[config.mk]
export PLATFORM = sky130hd
export DESIGN_NAME = sprite_mapper
export DESIGN_NICKNAME = d
export VERILOG_FILES = /design/src/rtl/sprite_pkg.sv /design/src/rtl/sprite_lane.sv /design/src/rtl/sprite_mapper.sv
export SDC_FILE = /design/constraint.sdc
export NUM_CORES = 1
export LEC_CHECK = 0
export CAP_MARGIN = 10
export CORE_MARGIN = 3
export CORE_UTILIZATION = 40
export DETAILED_ROUTE_END_ITERATION = 16
export GPL_ROUTABILITY_DRIVEN = 0
export GPL_TIMING_DRIVEN = 0
export PLACE_DENSITY = 0.53
export SETUP_SLACK_MARGIN = 0.4
export SLEW_MARGIN = 10
export SYNTH_ARGS = -nofsm -noshare
export SYNTH_HDL_FRONTEND = slang
export SYNTH_SLANG_ARGS = --single-unit
export TNS_END_PERCENT = 50
[constraint.sdc]
create_clock -name clk -period 6.7 [get_ports clk]
set_input_delay 1.005 -clock clk [delete_from_list [all_inputs] [get_ports clk]]
set_output_delay 1.005 -clock clk [all_outputs]
set_load 0.005 [all_outputs]
[src/rtl/sprite_pkg.sv]
// Shared sprite attribute layout, default geometry and the lane priority encoder
// for the sprite mapper.
package sprite_pkg;

  localparam int HWIDTH_D   = 10;
  localparam int VWIDTH_D   = 10;
  localparam int AWIDTH_D   = 14;
  localparam int NSPRITE_D  = 4;
  localparam int HSIZE_D    = 64;
  localparam int VSIZE_D    = 64;
  localparam int MAXSHIFT_D = 3;
  localparam int SHW_D      = $clog2(MAXSHIFT_D + 1);
  localparam int PRIO_W     = 32;

  typedef struct packed {
    logic                en;
    logic [HWIDTH_D-1:0] hoffset;
    logic [VWIDTH_D-1:0] voffset;
    logic                hflip;
    logic                vflip;
    logic [SHW_D-1:0]    shift;
    logic [AWIDTH_D-1:0] base;
  } sprite_attr_t;

  // Lowest set bit wins; an empty request returns 0.
  function automatic logic [4:0] prio_first(input logic [PRIO_W-1:0] req);
    logic [4:0] idx;
    idx = '0;
    for (int i = PRIO_W - 1; i >= 0; i--) begin
      if (req[i]) idx = 5'(i);
    end
    return idx;
  endfunction

endpackage

[src/rtl/sprite_lane.sv]
// One sprite channel: window test, mirroring and scale clamp on the active
// attributes, registered as pipeline stage 1.
module sprite_lane
  import sprite_pkg::*;
#(
  parameter int HWIDTH   = HWIDTH_D,
  parameter int VWIDTH   = VWIDTH_D,
  parameter int AWIDTH   = AWIDTH_D,
  parameter int HSIZE    = HSIZE_D,
  parameter int VSIZE    = VSIZE_D,
  parameter int MAXSHIFT = MAXSHIFT_D,
  parameter int SHW      = SHW_D,
  parameter int HB       = $clog2(HSIZE),
  parameter int VB       = $clog2(VSIZE)
) (
  input  logic              clk,
  input  logic              rst,
  input  sprite_attr_t      attr,
  input  logic [HWIDTH-1:0] hdata,
  input  logic [VWIDTH-1:0] vdata,
  output logic              hit,
  output logic [HB-1:0]     haddr,
  output logic [VB-1:0]     vaddr,
  output logic [SHW-1:0]    shift,
  output logic [AWIDTH-1:0] base
);

  logic [HWIDTH-1:0] dh;
  logic [VWIDTH-1:0] dv;
  logic              in_win;
  logic [SHW:0]      sh_ext;
  logic [SHW-1:0]    sh_clamp;

  // Pixels left of / above the window wrap to large differences and miss.
  assign dh       = hdata - attr.hoffset;
  assign dv       = vdata - attr.voffset;
  assign in_win   = attr.en && (dh < HWIDTH'(HSIZE)) && (dv < VWIDTH'(VSIZE));
  assign sh_ext   = {1'b0, attr.shift};
  assign sh_clamp = (sh_ext > (SHW + 1)'(MAXSHIFT)) ? SHW'(MAXSHIFT) : attr.shift;

  // Inverting the in-window offset is HSIZE-1-dh since the size is a power of two.
  always_ff @(posedge clk) begin
    if (rst) begin
      hit   <= 1'b0;
      haddr <= '0;
      vaddr <= '0;
      shift <= '0;
      base  <= '0;
    end else begin
      hit   <= in_win;
      haddr <= attr.hflip ? ~dh[HB-1:0] : dh[HB-1:0];
      vaddr <= attr.vflip ? ~dv[VB-1:0] : dv[VB-1:0];
      shift <= sh_clamp;
      base  <= attr.base;
    end
  end

endmodule

[src/rtl/sprite_mapper.sv]
// Multi-sprite pixel to ROM address mapper: double-buffered attribute banks,
// per-sprite lanes, then priority select and texel address arithmetic.
module sprite_mapper
  import sprite_pkg::*;
#(
  parameter int HWIDTH   = HWIDTH_D,
  parameter int VWIDTH   = VWIDTH_D,
  parameter int AWIDTH   = AWIDTH_D,
  parameter int NSPRITE  = NSPRITE_D,
  parameter int HSIZE    = HSIZE_D,
  parameter int VSIZE    = VSIZE_D,
  parameter int MAXSHIFT = MAXSHIFT_D,
  localparam int IW      = (NSPRITE > 1) ? $clog2(NSPRITE) : 1,
  localparam int SHW     = $clog2(MAXSHIFT + 1)
) (
  input  logic              clk,
  input  logic              rst,
  input  logic              cfg_we,
  input  logic [IW-1:0]     cfg_idx,
  input  logic              cfg_en,
  input  logic [HWIDTH-1:0] cfg_hoffset,
  input  logic [VWIDTH-1:0] cfg_voffset,
  input  logic              cfg_hflip,
  input  logic              cfg_vflip,
  input  logic [SHW-1:0]    cfg_shift,
  input  logic [AWIDTH-1:0] cfg_base,
  input  logic              frame_start,
  input  logic              in_valid,
  input  logic [HWIDTH-1:0] hdata,
  input  logic [VWIDTH-1:0] vdata,
  output logic              out_valid,
  output logic              out_hit,
  output logic [IW-1:0]     out_id,
  output logic [AWIDTH-1:0] out_addr
);

  localparam int HB = $clog2(HSIZE);
  localparam int VB = $clog2(VSIZE);
  localparam int PW = HB + VB;

  sprite_attr_t pend [NSPRITE];
  sprite_attr_t act  [NSPRITE];
  sprite_attr_t wr_attr;

  assign wr_attr = '{en:      cfg_en,
                     hoffset: cfg_hoffset,
                     voffset: cfg_voffset,
                     hflip:   cfg_hflip,
                     vflip:   cfg_vflip,
                     shift:   cfg_shift,
                     base:    cfg_base};

  // Commit samples pending before this edge's write, so a simultaneous write
  // waits for the next frame.
  always_ff @(posedge clk) begin
    if (rst) begin
      for (int i = 0; i < NSPRITE; i++) begin
        pend[i] <= '0;
        act[i]  <= '0;
      end
    end else begin
      for (int i = 0; i < NSPRITE; i++) begin
        if (cfg_we && (cfg_idx == IW'(i))) pend[i] <= wr_attr;
        if (frame_start) act[i] <= pend[i];
      end
    end
  end

  logic [NSPRITE-1:0] hit1;
  logic [HB-1:0]      ha1   [NSPRITE];
  logic [VB-1:0]      va1   [NSPRITE];
  logic [SHW-1:0]     sh1   [NSPRITE];
  logic [AWIDTH-1:0]  base1 [NSPRITE];
  logic               v1;

  for (genvar g = 0; g < NSPRITE; g++) begin : g_lane
    sprite_lane #(
      .HWIDTH  (HWIDTH),
      .VWIDTH  (VWIDTH),
      .AWIDTH  (AWIDTH),
      .HSIZE   (HSIZE),
      .VSIZE   (VSIZE),
      .MAXSHIFT(MAXSHIFT),
      .SHW     (SHW)
    ) u_lane (
      .clk  (clk),
      .rst  (rst),
      .attr (act[g]),
      .hdata(hdata),
      .vdata(vdata),
      .hit  (hit1[g]),
      .haddr(ha1[g]),
      .vaddr(va1[g]),
      .shift(sh1[g]),
      .base (base1[g])
    );
  end

  always_ff @(posedge clk) begin
    if (rst) v1 <= 1'b0;
    else     v1 <= in_valid;
  end

  logic [PRIO_W-1:0] req;
  logic [IW-1:0]     win;
  logic              any_hit;
  logic [SHW-1:0]    sel_s;
  logic [HB-1:0]     hs;
  logic [VB-1:0]     vs;
  logic [PW-1:0]     off;
  logic [AWIDTH-1:0] addr_n;

  assign req     = PRIO_W'(hit1);
  assign win     = IW'(prio_first(req));
  assign any_hit = |hit1;

  // Row stride is HSIZE>>s texels, so the row term is a left shift by HB-s.
  always_comb begin
    sel_s  = sh1[win];
    hs     = ha1[win] >> sel_s;
    vs     = va1[win] >> sel_s;
    off    = (PW'(vs) << (HB - int'(sel_s))) + PW'(hs);
    addr_n = '0;
    if (any_hit) addr_n = base1[win] + AWIDTH'(off);
  end

  always_ff @(posedge clk) begin
    if (rst) begin
      out_valid <= 1'b0;
      out_hit   <= 1'b0;
      out_id    <= '0;
      out_addr  <= '0;
    end else begin
      out_valid <= v1;
      out_hit   <= any_hit;
      out_id    <= any_hit ? win : '0;
      out_addr  <= addr_n;
    end
  end

endmodule

After elaboration in Yosys (flattened, before gate mapping)
Memory sizes are Yosys's and may differ from the RTL's. Index checks and enable logic that the tools add are counted.

Equality and inequality tests: 3. Divide/modulo/power cells: 0. $add $sub $neg: 11. Reduce and logical (&&, ||, !) cells: 15. Multiplexer cells: 53. Order comparisons: 13. Shift operators: 3. $mul: 0. Bitwise gates (word level): 18.

Operators by type and width (number): $mux W39 (8); $lt A10 B7 Y1 const B (8); $sub A10 B10 Y10 (8); $mux W6 (12); $not A6 Y6 (8); $shl A6 B32 Y12 (1); $bmux W14 S2 (1); $mux W14 (2); $bmux W6 S2 (2); $mux W2 (10); $mux W1 (17); $add A14 B12 Y14 (1); $add A12 B6 Y12 (1); $logic_and A1 B1 Y1 (12); $shr A6 B2 Y6 (2); $gt A2 B2 Y1 const B (4); $or A1 B1 Y1 (8); $bmux W2 S2 (1); $eq A2 B2 Y1 const B (2); $reduce_or A4 Y1 (1); $sub A3 B2 Y4 const A (1); $ge A3 B3 Y1 const B (1); $not A2 Y3 (1); $eq A2 B1 Y1 const B (1); other kinds (3) (3).

Memory bits (read-only): 0. Latch bits: 0. Input port bits: 66. Bits in writable memories: 312. Memories kept: 2. Register bits after elaboration: 135. Word-level logic and storage cells: 143.

Memory list: act (depth 4, bits a word 39, read ports 4, clocked after Yosys merged registers in 0, wr ports 4, RTL line sprite_mapper.sv:42) `sprite_attr_t act [NSPRITE];`; pend (depth 4, bits a word 39, read ports 4, clocked after Yosys merged registers in 0, wr ports 4, RTL line sprite_mapper.sv:41) `sprite_attr_t pend [NSPRITE];`.

Logic depth before layout (Yosys ltp)
Gate-level depths: netlist of the first run.

Depth after elaboration: 12. Mapped depth: 26. Mapped depth without buffers: 22.

Modules after synthesis
Synthesis of the first run repeated with hierarchy kept, for this count alone.

Cell total of the unflattened synthesis: 1836. Area, all modules: 21565.7 um2.

Modules (own cells, without submodules): sprite_mapper (area each 14061.0 um2, times used 1, cells each 956, seq. area each 9749.4 um2); sprite_lane at g_lane[0].u_lane ... (area each 1858.0 um2, times used 2, cells each 216, seq. area each 580.6 um2); sprite_lane at g_lane[1].u_lane (area each 1930.6 um2, times used 1, cells each 231, seq. area each 580.6 um2); sprite_lane at g_lane[3].u_lane (area each 1858.0 um2, times used 1, cells each 217, seq. area each 580.6 um2).

Worst setup path after synthesis of the first run
Ideal clock, no wire load.

Kind: register to register. Start point: reg g_lane[1].u_lane.hit. End point: reg out_addr[13]. Path slack: 1164 ps. Data required time: 6638 ps. Cell stages (with the launch flop): 23. Arrival: 5474 ps. Clock period less this slack: 5536 ps. Cell sequence: dfxtp_1 > nor3_4 > mux4_1 > buf_1 > ha_1 > clkbuf_1 > nand2_1 > nor2_1 > ha_1 > a21o_1 > a21oi_1 > nor2b_1 > nor4_1 > nor3_1 > o311a_1 > and3_1 > nor3_2 > ha_1 > or2_2 > a21oi_1 > a31oi_1 > or4b_2 > nand3_1.

Word-level cells in the longest chain between the ends: 10. Elaborated cells between the ends (all ways): 24. Those cells by class: add/sub (3); shift (3); mux (14); bitwise (2); reduce/logical (2).

RTL lines: start: declaration (RTL line sprite_lane.sv:21) `output logic hit,`; start signal: assignment (RTL line sprite_lane.sv:50) `hit <= in_win;`; $mux W2 (2 in a row) (RTL line sprite_pkg.sv:30) `if (req[i]) idx = 5'(i);`; $not A2 Y3 (not written as such); $bmux W2 S2 / $bmux W6 S2 (equally long branches) (RTL line sprite_mapper.sv:119, sprite_mapper.sv:121); $mux W2 (not written as such) / $mux W6 (equally long branches) (2 in a row) (RTL line sprite_mapper.sv:119, sprite_mapper.sv:121); $sub A3 B2 Y4 / $shr A6 B2 Y6 (equally long branches) (RTL line sprite_mapper.sv:122, sprite_mapper.sv:121); $shl A6 B32 Y12 (RTL line sprite_mapper.sv:122) `off = (PW'(vs) << (HB - int'(sel_s))) + PW'(hs);`; $add A12 B6 Y12 (RTL line sprite_mapper.sv:122); $add A14 B12 Y14 (RTL line sprite_mapper.sv:124) `if (any_hit) addr_n = base1[win] + AWIDTH'(off);`; end signal: assignment (RTL line sprite_mapper.sv:137) `out_addr <= addr_n;`; end: declaration (RTL line sprite_mapper.sv:34) `output logic [AWIDTH-1:0] out_addr`.

Parallel ways exist; a longest one is shown, timed or not. The select of a mux whose other input is x is not followed. A chain may end at the register's enable or synchronous reset.

Final worst setup path of the first run
Start point: reg g_lane[2].u_lane.hit. End point: reg out_addr[13].

Word-level cells in the longest chain between the ends: 11. Elaborated cells between the ends (all ways): 25. Those cells by class: add/sub (3); shift (3); mux (15); bitwise (2); reduce/logical (2).

RTL lines (RTL line): start: declaration (sprite_lane.sv:21); start signal: assignment (sprite_lane.sv:50); $mux W2 (3 in a row) (sprite_pkg.sv:30); $not A2 Y3 (not written as such); $bmux W2 S2 / $bmux W6 S2 (equally long branches) (sprite_mapper.sv:119, sprite_mapper.sv:121); $mux W2 (not written as such) / $mux W6 (equally long branches) (2 in a row) (sprite_mapper.sv:119, sprite_mapper.sv:121); $sub A3 B2 Y4 / $shr A6 B2 Y6 (equally long branches) (sprite_mapper.sv:122, sprite_mapper.sv:121); $shl A6 B32 Y12 (sprite_mapper.sv:122); $add A12 B6 Y12 (sprite_mapper.sv:122); $add A14 B12 Y14 (sprite_mapper.sv:124).

Parallel ways exist; a longest one is shown, timed or not. The select of a mux whose other input is x is not followed.

==> results of run 1 <==
## Yosys cell counts (all sizes together) (5+ instances only)
master	n	area share, %
a211oi	5	0.18
a21boi	6	0.22
a21o	26	0.96
a21oi	50	1.2
and2	317	9.7
buf	10	0.27
clkbuf	55	1.0
dfxtp	135	13
edfxtp	312	46
fa	10	0.98
ha	91	5.6
inv	110	2.0
mux2i	15	0.76
mux4	28	3.2
nand2	35	0.65
nand2b	6	0.18
nand4	6	0.18
nor2	80	1.5
nor2b	79	2.4
nor3	33	0.92
nor4	6	0.29
o211ai	5	0.18
o21a	10	0.37
o21ai	25	0.61
o21bai	10	0.37
xnor2	64	2.8
xor2	49	2.1
## worst max-delay path: cells and delay by family (launching register included)
kind	cells	cell delay (ns)
and+or+nand+nor	11	2.36
DFF	1	0.37
adders and majority gates	2	0.66
buffers and inverters	3	0.68
muxes	1	0.62
AOI/OAI and AO/OA	7	1.19
## final timing paths
| check | from | endpoint | slack, ns | depth (start not counted) |
|---|---|---|---|---|
| min reg2reg | v1 | out_valid | 0.43 | 1 |
| max reg2reg | g_lane[2].u_lane.hit | out_addr[13] | 0.74 | 24 |
| max | g_lane[2].u_lane.hit | out_addr[13] | 0.74 | 24 |
| min | v1 | out_valid | 0.43 | 1 |
## placed cells by master (no fill, tap or decap), types with 34 or more instances in the layout
master	instances
edfxtp_1	312
and2_1	317
clkbuf_1	68
nor2_1	78
clkdlybuf4s50_1	83
inv_1	110
clkbuf_16	49
ha_1	91
dfxtp_1	135
nor2b_1	79
xnor2_1	64
nand2_1	34
xor2_1	49
a21oi_1	49
## cells by family (layout without fill, tap and decap cells)
| logic type | Yosys count | after routing | synth area share (%) |
|---|---|---|---|
| AOI/OAI and AO/OA | 161 | 161 | 5.13 |
| xor gates and xnor gates | 113 | 113 | 4.86 |
| adders and majority gates | 101 | 101 | 6.58 |
| buffers and inverters | 175 | 353 | 3.31 |
| DFF | 447 | 447 | 59.3 |
| muxes | 44 | 44 | 3.96 |
| and+or+nand+nor | 590 | 590 | 16.9 |
## sequential cells by signal (all words and copies together) (netlist names)
register / flops
g_lane.u_lane.hit: 4
g_lane.u_lane.haddr: 24
out_valid: 1
g_lane.u_lane.shift: 8
out_hit: 1
g_lane.u_lane.vaddr: 24
out_addr: 14
g_lane.u_lane.base: 56
pend: 156
act: 156
v1: 1
out_id: 2
## metrics by stage
stage          setup WS, ns  instance area (sq um)  utilization, %
2_1_floorplan          1.16                  20400               -
3_3_place_gp          0.165                  22000            43.9
3_5_place_dp         0.0172                  22100            44.1
4_1_cts               0.472                  23600            47.1
5_1_grt               0.373                  23700            47.2
6_report              0.740                  23700            47.2
## repair_timing
item | CTS | global route
pin swaps | 1 | 0
hold endpoints to repair | 0 | 0
endpoints found under the setup margin | 2 | 2
hold buffers | 0 | 0
resized for setup | 1 | 10
buffers inserted | 2 | 0
## final cells by class
class,count,area (sq um)
Fill cell,4499,26500
Sequential cell,447,12100
Multi-Input combinational cell,1009,7670
Clock buffer,68,1340
Timing Repair Buffer,88,933
Tap cell,672,841
Inverter,110,413
Buffer,65,267
Clock inverter,22,141
## power by group through the flow
stage	Combinational [mW]	Clock, mW	Sequential, mW
global placement	0.841	0	3.28
global route	0.955	2.67	3.23
finish	0.858	2.50	3.22
detailed placement	0.862	0	3.28
floorplan	0.582	0	3.26
CTS	0.867	2.56	3.22
## layer usage
| metal | track usage (%) | vias to the layer above | part of all wire, % |
|---|---|---|---|
| met5 | 0 | - | 0.034 |
| met4 | 5.75 | 2 | 2.9 |
| met3 | 3.20 | 76 | 4.3 |
| met2 | 30.0 | 247 | 47 |
| met1 | 24.2 | 5696 | 46 |
| li1 | - | 5888 | - |
==> impl_metrics.tcl, run 1 <==
set metrics [dict create \
    cp-start-kind "flop" \
    holdWs_ns 0.434 \
    fin_crit_sh_pct 89.0 \
    first_global_vias 12200 \
    insertedDiodeCount 0 \
    antenna_found_initial 1 \
    pwr-share-seq_pct 48.9 \
    drc_errors 0 \
    cts_sinks 447 \
    via_per_inst 4.80 \
    rsz0062_at_grt "no" \
    drive_above_1_share_pct 7.19 \
    grt_max_degree 60 \
    htreeDepth 2 \
    slowest_stage "or4b_2" \
    synth.avg_cell_area_sq_um 12.5 \
    skew_ns 0.0164 \
    die_width_um 232 \
    clkTransAtPathRegs_ns 0.06 \
    synth_warnings 0 \
    globalRouteTotalUtil_pct 18.1 \
    die_h_um 232 \
    synth_nets 1798 \
    path_class "flop to flop" \
    io_buffers 83 \
    initial_core_util_pct 40.6 \
    clockBufferDepth 3 \
    fin_nets 1936 \
    path_common_cell "a21oi_1" \
    leakage_nw 9.17 \
    grt_overflow 0 \
    syn_to_final_growth_pct 16.3 \
    clock_latency_ns 0.59 \
    drt_iter0_markers 840 \
    postSynthCellCount 1631 \
    cts_buffers 48 \
    grt_pass1_wl_mm 72.1 \
    coreArea_sq_mm 0.0502 \
    maxCapViolCount 0 \
    cts_tree "done" \
    ys.flop_type "edfxtp_1" \
    setup_viol 0 \
    hold_violations 0 \
    placed_cells 2389 \
    wl_per_cell_um 19.1 \
    period_minus_slack_ns 5.96 \
    p_per_area_mw_per_mm2 278 \
    dp_hpwl_mm 33.6 \
    io_pins 84 \
    std_cell_rows 82 \
    cp_max_fo 10 \
    syn_area_sq_mm 0.0204 \
    cts_root_buf "clkbuf_16" \
    drt-total-wl_mm 47.3 \
    crit_required_ns 7.22 \
    synth_cell_types 62 \
    cp_cell_sequence "nor2_4 -> nor3_4 -> buf_12 -> buf_4 -> buf_2 -> mux4_2 -> nor2b_1 -> a211oi_1 -> a21oi_1 -> ha_1 -> a21o_1 -> a21oi_1 -> nor2b_1 -> nor4_1 -> nor3_1 -> o311a_1 -> and3_1 -> nor3_4 -> ha_1 -> or2_2 -> a21oi_1 -> a31oi_1 -> or4b_2 -> nand3_1" \
    slowest_delay_ns 0.63 \
    finalSetupTns_ns 0 \
    max_freq_ghz 0.168 \
    max_slew_margin_pct 21.0 \
    p_clk_share_pct 38.0 \
    p_int_mw 4.96 \
    crit_path_end_kind "flop" \
    synth_enable_flop_cells 312 \
    critical_path_arrival_ns 6.48 \
    status "finished clean" \
    switching_share_pct 24.6 \
    ys_seq_elements 447 \
    async_flop_share_pct 0 \
    vias 11900 \
    first_pass_iters 5 \
    hold_class "flop to flop" \
    ys_seq_area_share_pct 59.3 \
    vdd_ir_drop_max_v 0.000195 \
    slew_viol_final 0 \
    ant_nets 0 \
    comb_power_share_pct 13.1 \
    dieArea_sq_mm 0.0536 \
    finalPower_mw 6.58 \
    power_switching_mw 1.62 \
    worst_slew_pin_slew_ns 1.15 \
    stdcell_count 2481 \
]
No activity file was read; power rests on OpenSTA's default activity.
==> run 2, diff against run 1 <==
--- a/config.mk
+++ b/config.mk
@@ -6,6 +6,7 @@
 export NUM_CORES = 1
 export LEC_CHECK = 0
 export CAP_MARGIN = 10
+export CORE_ASPECT_RATIO = 0.6
 export CORE_MARGIN = 3
 export CORE_UTILIZATION = 40
 export DETAILED_ROUTE_END_ITERATION = 16
==> run 2 against run 1 <==
Net effect: global-route usage rose by 0.90 points; hold slack improved by 0.0098 ns; clock skew fell by 0.0044 ns; non-clock buffer count rose by 2; sequential cell count did not move; sequential share of layout area fell by 0.094 points; sequential power barely moved; cell area rose by 0.18%; critical endpoint unchanged; die area rose by 0.16%.
==> impl_metrics.tcl, run 2 (synthesis results as in run 1) <==
set metrics [dict create \
    status "finished clean" \
    cp-start-kind "flop" \
    drt-total-wl_mm 51.0 \
    reg.largest.list "act (156), pend (156), g_lane.u_lane.base (56)" \
    rsz0062_at_grt "no" \
    antenna_found_initial 8 \
    max_slew_margin_pct 29.6 \
    fin_nets 1934 \
    setup_viol 0 \
    fin_crit_sh_pct 88.7 \
    ant_nets 0 \
    cts_root_buf "clkbuf_16" \
    cts_tree "done" \
    critical_path_arrival_ns 6.43 \
    cts_sinks 447 \
    path_common_cell "ha_1" \
    cp_cell_sequence "nor2_4 -> nor3_4 -> buf_4 -> mux4_2 -> buf_6 -> clkbuf_2 -> ha_1 -> clkbuf_4 -> inv_1 -> mux2i_1 -> and2_1 -> ha_1 -> nor2b_1 -> nor4_1 -> nor3_1 -> o311a_1 -> and3_1 -> nor3_2 -> ha_1 -> or2_2 -> a21oi_1 -> a31oi_1 -> or4b_2 -> nand3_1" \
    worst_slew_pin_slew_ns 1.03 \
    syn_to_final_growth_pct 16.5 \
    io_buffers 83 \
    multi_input_area_sq_mm 0.00766 \
    globalRouteTotalUtil_pct 19.0 \
    crit_path_start "g_lane[2].u_lane.hit" \
    drc_errors 0 \
    register_area_sq_mm 0.0121 \
    p_per_area_mw_per_mm2 282 \
    slowest_stage "or4b_2" \
    highest_layer "met5" \
    first_pass_iters 5 \
    initial_core_util_pct 40.9 \
    hold_violations 0 \
    leakage_nw 9.18 \
    clockBufferDepth 3 \
    die_h_um 181 \
    ff2ff_path_depth 24 \
    skew_ns 0.0120 \
    crit_required_ns 7.19 \
    finalWorstSetupSlack_ns 0.760 \
    drt_iter0_markers 831 \
    period_minus_slack_ns 5.94 \
    htreeDepth 2 \
    r2r-start "g_lane[2].u_lane.hit" \
    vdd_ir_drop_max_v 0.000172 \
    path_class "flop to flop" \
    clkTransAtPathRegs_ns 0.07 \
    vias 12100 \
    met2WireLength_mm 21.2 \
    slew_viol_final 0 \
    wl_per_cell_um 20.5 \
    grt_overflow 0 \
    crit_path_end_kind "flop" \
    fillCellCount 4519 \
    final_common_cell "and2_1" \
    dp_hpwl_mm 36.2 \
    grt_pass1_wl_mm 75.7 \
    coreArea_sq_mm 0.0498 \
    reg2reg_slack_ns 0.76 \
    most-common-layout-cells "and2_1, edfxtp_1, dfxtp_1" \
    std_cell_rows 63 \
    first_global_vias 12100 \
    via_per_inst 4.87 \
    rr_endpoint "out_addr[13]" \
    max_freq_ghz 0.168 \
    io_pins 84 \
    dr_wl_met3_mm 3.19 \
    clock_latency_ns 0.56 \
    maxCapViolCount 0 \
    cp_max_fo 10 \
    grt_max_degree 55 \
    hold_class "flop to flop" \
    drive_above_1_share_pct 7.49 \
    finalPower_mw 6.69 \
    finalSetupTns_ns 0 \
    dieArea_sq_mm 0.0537 \
    place_ws_ns 0.104 \
    slowest_delay_ns 0.63 \
    ctsHoldBuffers 0 \
    cts_buffers 44 \
    wirelength_met1_mm 25.7 \
    die_width_um 297 \
    hold_start "v1" \
    crit_path_end "out_addr[13]" \
]
run 2: metrics by stage:
step / std cells / area, sq um / util (%) / hold WS [ns]
finish: 2486 / 23700 / 47.6 / 0.443
global route: 2486 / 23700 / 47.6 / 0.460
CTS: 2485 / 23700 / 47.6 / 0.452
detailed placement: 2400 / 22200 / 44.5 / 0.433
global placement: 2396 / 22000 / 44.3 / 0.425
floorplan: 1631 / 20400 / - / 0.414
run 2: worst min path at each step:
stage,end,slack (ns),depth (start not counted)
detailed placement,out_valid,0.43,1
global placement,out_valid,0.43,1
floorplan,out_valid,0.41,1
CTS,g_lane[0].u_lane.base[10],0.45,1
finish,out_valid,0.44,1
global route,out_valid,0.46,1
run 2: critical path: cells and delay by family, from the launching register on:
family,cells,cell delay [ns]
buffers and inverters,5,0.87
and+or+nand+nor,11,2.42
AOI/OAI and AO/OA,3,0.51
adders and majority gates,3,1.04
muxes,2,0.67
DFF,1,0.37
run 2: final cells by class:
| class | count | share of cell area (%) |
|---|---|---|
| flip-flops and latches | 447 | 50.9 |
| multi-input cells | 1009 | 32.3 |
| clock buffers | 59 | 5.10 |
| repair buffers | 90 | 4.03 |
| well taps | 682 | 3.60 |
| inverters | 110 | 1.74 |
| clock inverters | 23 | 1.18 |
| plain buffers | 65 | 1.15 |
| diodes | 1 | 0.0106 |
run 2: timing repair:
action / 4_1_cts / 5_1_grt
buffers inserted: 3 / 0
endpoints found under the setup margin: 2 / 3
pin swaps: 1 / 0
resized for setup: 1 / 14
run 2: metal layers:
metal / GRT usage [%] / vias to the layer above
met5: 0 / -
met4: 3.99 / 4
met3: 3.88 / 59
met2: 27.7 / 312
met1: 29.1 / 5854
li1: - / 5885
run 2: report_power, final:
group | internal, mW | switching [mW] | total (mW)
clock network | 1.51 | 1.08 | 2.59
logic | 0.362 | 0.524 | 0.886
registers | 3.17 | 0.0473 | 3.22
total | 5.04 | 1.65 | 6.69
==> run 3, diff against run 2 <==
--- a/config.mk
+++ b/config.mk
@@ -5,14 +5,15 @@
 export SDC_FILE = /design/constraint.sdc
 export NUM_CORES = 1
 export LEC_CHECK = 0
+export ABC_AREA = 1
 export CAP_MARGIN = 10
 export CORE_ASPECT_RATIO = 0.6
 export CORE_MARGIN = 3
-export CORE_UTILIZATION = 40
+export CORE_UTILIZATION = 50
 export DETAILED_ROUTE_END_ITERATION = 16
 export GPL_ROUTABILITY_DRIVEN = 0
 export GPL_TIMING_DRIVEN = 0
-export PLACE_DENSITY = 0.53
+export PLACE_DENSITY = 0.65
 export SETUP_SLACK_MARGIN = 0.4
 export SLEW_MARGIN = 10
 export SYNTH_ARGS = -nofsm -noshare
==> run 3 against run 2 <==
Net effect: sequential share of layout area shrank 0.34 points; die area shrank 17%; sequential power is essentially flat; final cell count grew 19%; cell area grew 0.66%; register-to-register slack gained 0.33 ns; clock-buffer cell count shrank 5; synthesized cell count grew 36%; critical endpoint unchanged.
==> impl_metrics.tcl, run 3 <==
set metrics [dict create \
    placed_cells 2873 \
    path_class "flop to flop" \
    ant_nets 0 \
    stdcell_count 2949 \
    clockBufferDepth 3 \
    grt_use_met1_pct 35.4 \
    ctsHoldBuffers 0 \
    top_usage_layer "met1" \
    fin_crit_sh_pct 83.7 \
    first_global_vias 14400 \
    crit_family "simple AND/OR/NAND/NOR gates" \
    wl_per_cell_um 17.7 \
    yosys-top-cells-area "edfxtp_1, dfxtp_1, nor2_1, inv_1, ha_1" \
    drc_errors 0 \
    cts_tree "done" \
    synth_cell_types 48 \
    postSynthCellCount 2226 \
    grt_overflow 0 \
    p_per_area_mw_per_mm2 268 \
    synth_nets 2393 \
    htreeDepth 2 \
    clock_latency_ns 0.57 \
    synth_warnings 0 \
    rsz0062_at_grt "no" \
    crit_path_end_kind "flop" \
    crit_buf_inv 6 \
    yosys.area.top_type_share_pct 44.8 \
    globalRouteTotalUtil_pct 23.7 \
    post_cts_resized 0 \
    synth_enable_flop_cells 312 \
    worst_slew_pin_slew_ns 0.902 \
    syn_to_final_growth_pct 14.2 \
    async_flop_share_pct 0 \
    drive_above_1_share_pct 5.61 \
    initial_core_util_pct 51.2 \
    grt_max_degree 48 \
    fillCellCount 3517 \
    grt_util_met3_pct 4.97 \
    synth.avg_cell_area_sq_um 9.39 \
    via_per_inst 5.13 \
    ys_seq_area_share_pct 57.7 \
    slowest_delay_ns 0.36 \
    max_freq_ghz 0.178 \
    slowest_stage "dfxtp_1" \
    synthMostInstantiatedCell "nor2_1" \
    cp_max_fo 10 \
    post-cts-setup-buffers 0 \
    crit_required_ns 7.18 \
    cp-start-kind "flop" \
    dieArea_sq_mm 0.0444 \
    reg.largest.list "act (156), pend (156), g_lane.u_lane.base (56)" \
    status "finished clean" \
    dp_hpwl_mm 38.3 \
    cts_buffers 42 \
    vias 15100 \
    multi_input_area_sq_mm 0.00686 \
    final_common_cell "nor2_1" \
    skew_ns 0.0214 \
    clkTransAtPathRegs_ns 0.06 \
    std_cell_rows 57 \
    most-common-layout-cells "nor2_1, inv_1, edfxtp_1" \
    cts_root_buf "clkbuf_16" \
    leakage_nw 10.6 \
    grt_pass1_wl_mm 80.1 \
    yosysTopAreaCell "edfxtp_1" \
    syn_area_sq_mm 0.0209 \
    register_area_sq_mm 0.0121 \
    hold_violations 0 \
    coreArea_sq_mm 0.0409 \
    max_slew_margin_pct 39.9 \
    finalSetupTns_ns 0 \
    drt-total-wl_mm 52.2 \
    insertedDiodeCount 0 \
    io_buffers 81 \
    ys.flop_type "edfxtp_1" \
    die_width_um 270 \
    grt_util_met2_pct 35.1 \
    cts_sinks 447 \
    ys_seq_elements 447 \
    die_h_um 164 \
    synthTopCellsByCount "nor2_1, inv_1, edfxtp_1" \
    slew_viol_final 0 \
    first_pass_iters 8 \
    setup_viol 0 \
    critical_path_arrival_ns 6.09 \
    vdd_ir_drop_max_v 0.000170 \
    maxCapViolCount 0 \
    path_common_cell "nand2_1" \
    hold_class "flop to flop" \
    period_minus_slack_ns 5.61 \
    antenna_found_initial 2 \
    io_pins 84 \
    fin_nets 2524 \
    drt_iter0_markers 1443 \
]
run 3: cell types whose count changed after synthesis, moves of 25 or more:
| cell | before | now |
|---|---|---|
| inv_1 | 110 | 440 |
| nor2_1 | 79 | 490 |
| o21ai_0 | 23 | 94 |
| a21o_1 | 26 | 1 |
| nand3_1 | 4 | 84 |
| xnor2_1 | 64 | 24 |
| nand2_1 | 35 | 209 |
| mux4_2 | 25 | 0 |
| and2_1 | 317 | 1 |
| nor2b_1 | 79 | 0 |
| a21oi_1 | 49 | 95 |
run 3: power by group:
group	total, mW	switching, mW	internal, mW	leakage, nW
sequential	3.21	0.0584	3.15	4.39
clock	2.31	1.05	1.26	0.629
combinational	0.863	0.567	0.297	5.56
run 3: cells by family (layout without fill, tap and decap cells):
| family | count (synthesis) | in the layout | synth area share (%) |
|---|---|---|---|
| buf+inv | 517 | 680 | 9.54 |
| compound gates | 238 | 238 | 6.29 |
| xor+xnor | 75 | 75 | 3.14 |
| fa+ha+maj | 101 | 101 | 6.40 |
| simple gates | 848 | 848 | 16.9 |
| flops | 447 | 447 | 57.7 |
run 3: routing by layer:
metal | vias up | share of wire (%)
met5 | - | 0.021
met4 | 2 | 2.2
met3 | 77 | 8.4
met2 | 541 | 41
met1 | 7206 | 48
li1 | 7312 | -
run 3: worst paths after layout:
kind / startpoint / endpoint / slack, ns / cells past startpoint
worst max-delay path: g_lane[3].u_lane.hit / out_addr[13] / 1.09 / 35
worst min-delay path: v1 / out_valid / 0.39 / 2
worst max register to register: g_lane[3].u_lane.hit / out_addr[13] / 1.09 / 35
worst min register to register: v1 / out_valid / 0.39 / 2
run 3: area by class of cell:
cell class,instances,share of cell area (%)
multi-input combinational,1262,28.7
sequential,447,50.6
inverter,446,7.04
tap,560,2.94
clock buffer,54,4.68
timing repair buffer,87,3.96
buffer,71,1.32
clock inverter,22,0.755
run 3: metrics by stage:
step	util (%)	hold slack, ns	setup slack (ns)	power, mW	area (sq um)
2_1_floorplan	-	0.388	2.08	3.81	20900
3_3_place_gp	54.9	0.398	1.29	4.08	22400
3_5_place_dp	55.2	0.403	1.20	4.11	22600
4_1_cts	58.4	0.397	1.17	6.41	23900
5_1_grt	58.4	0.409	0.571	6.64	23900
6_report	58.4	0.394	1.09	6.39	23900
run 3: worst min-delay path, delay by kind of cell (launching register included):
kind          cells  cell delay, ns
simple gates      1            0.03
buf+inv           1            0.04
flops             1            0.30
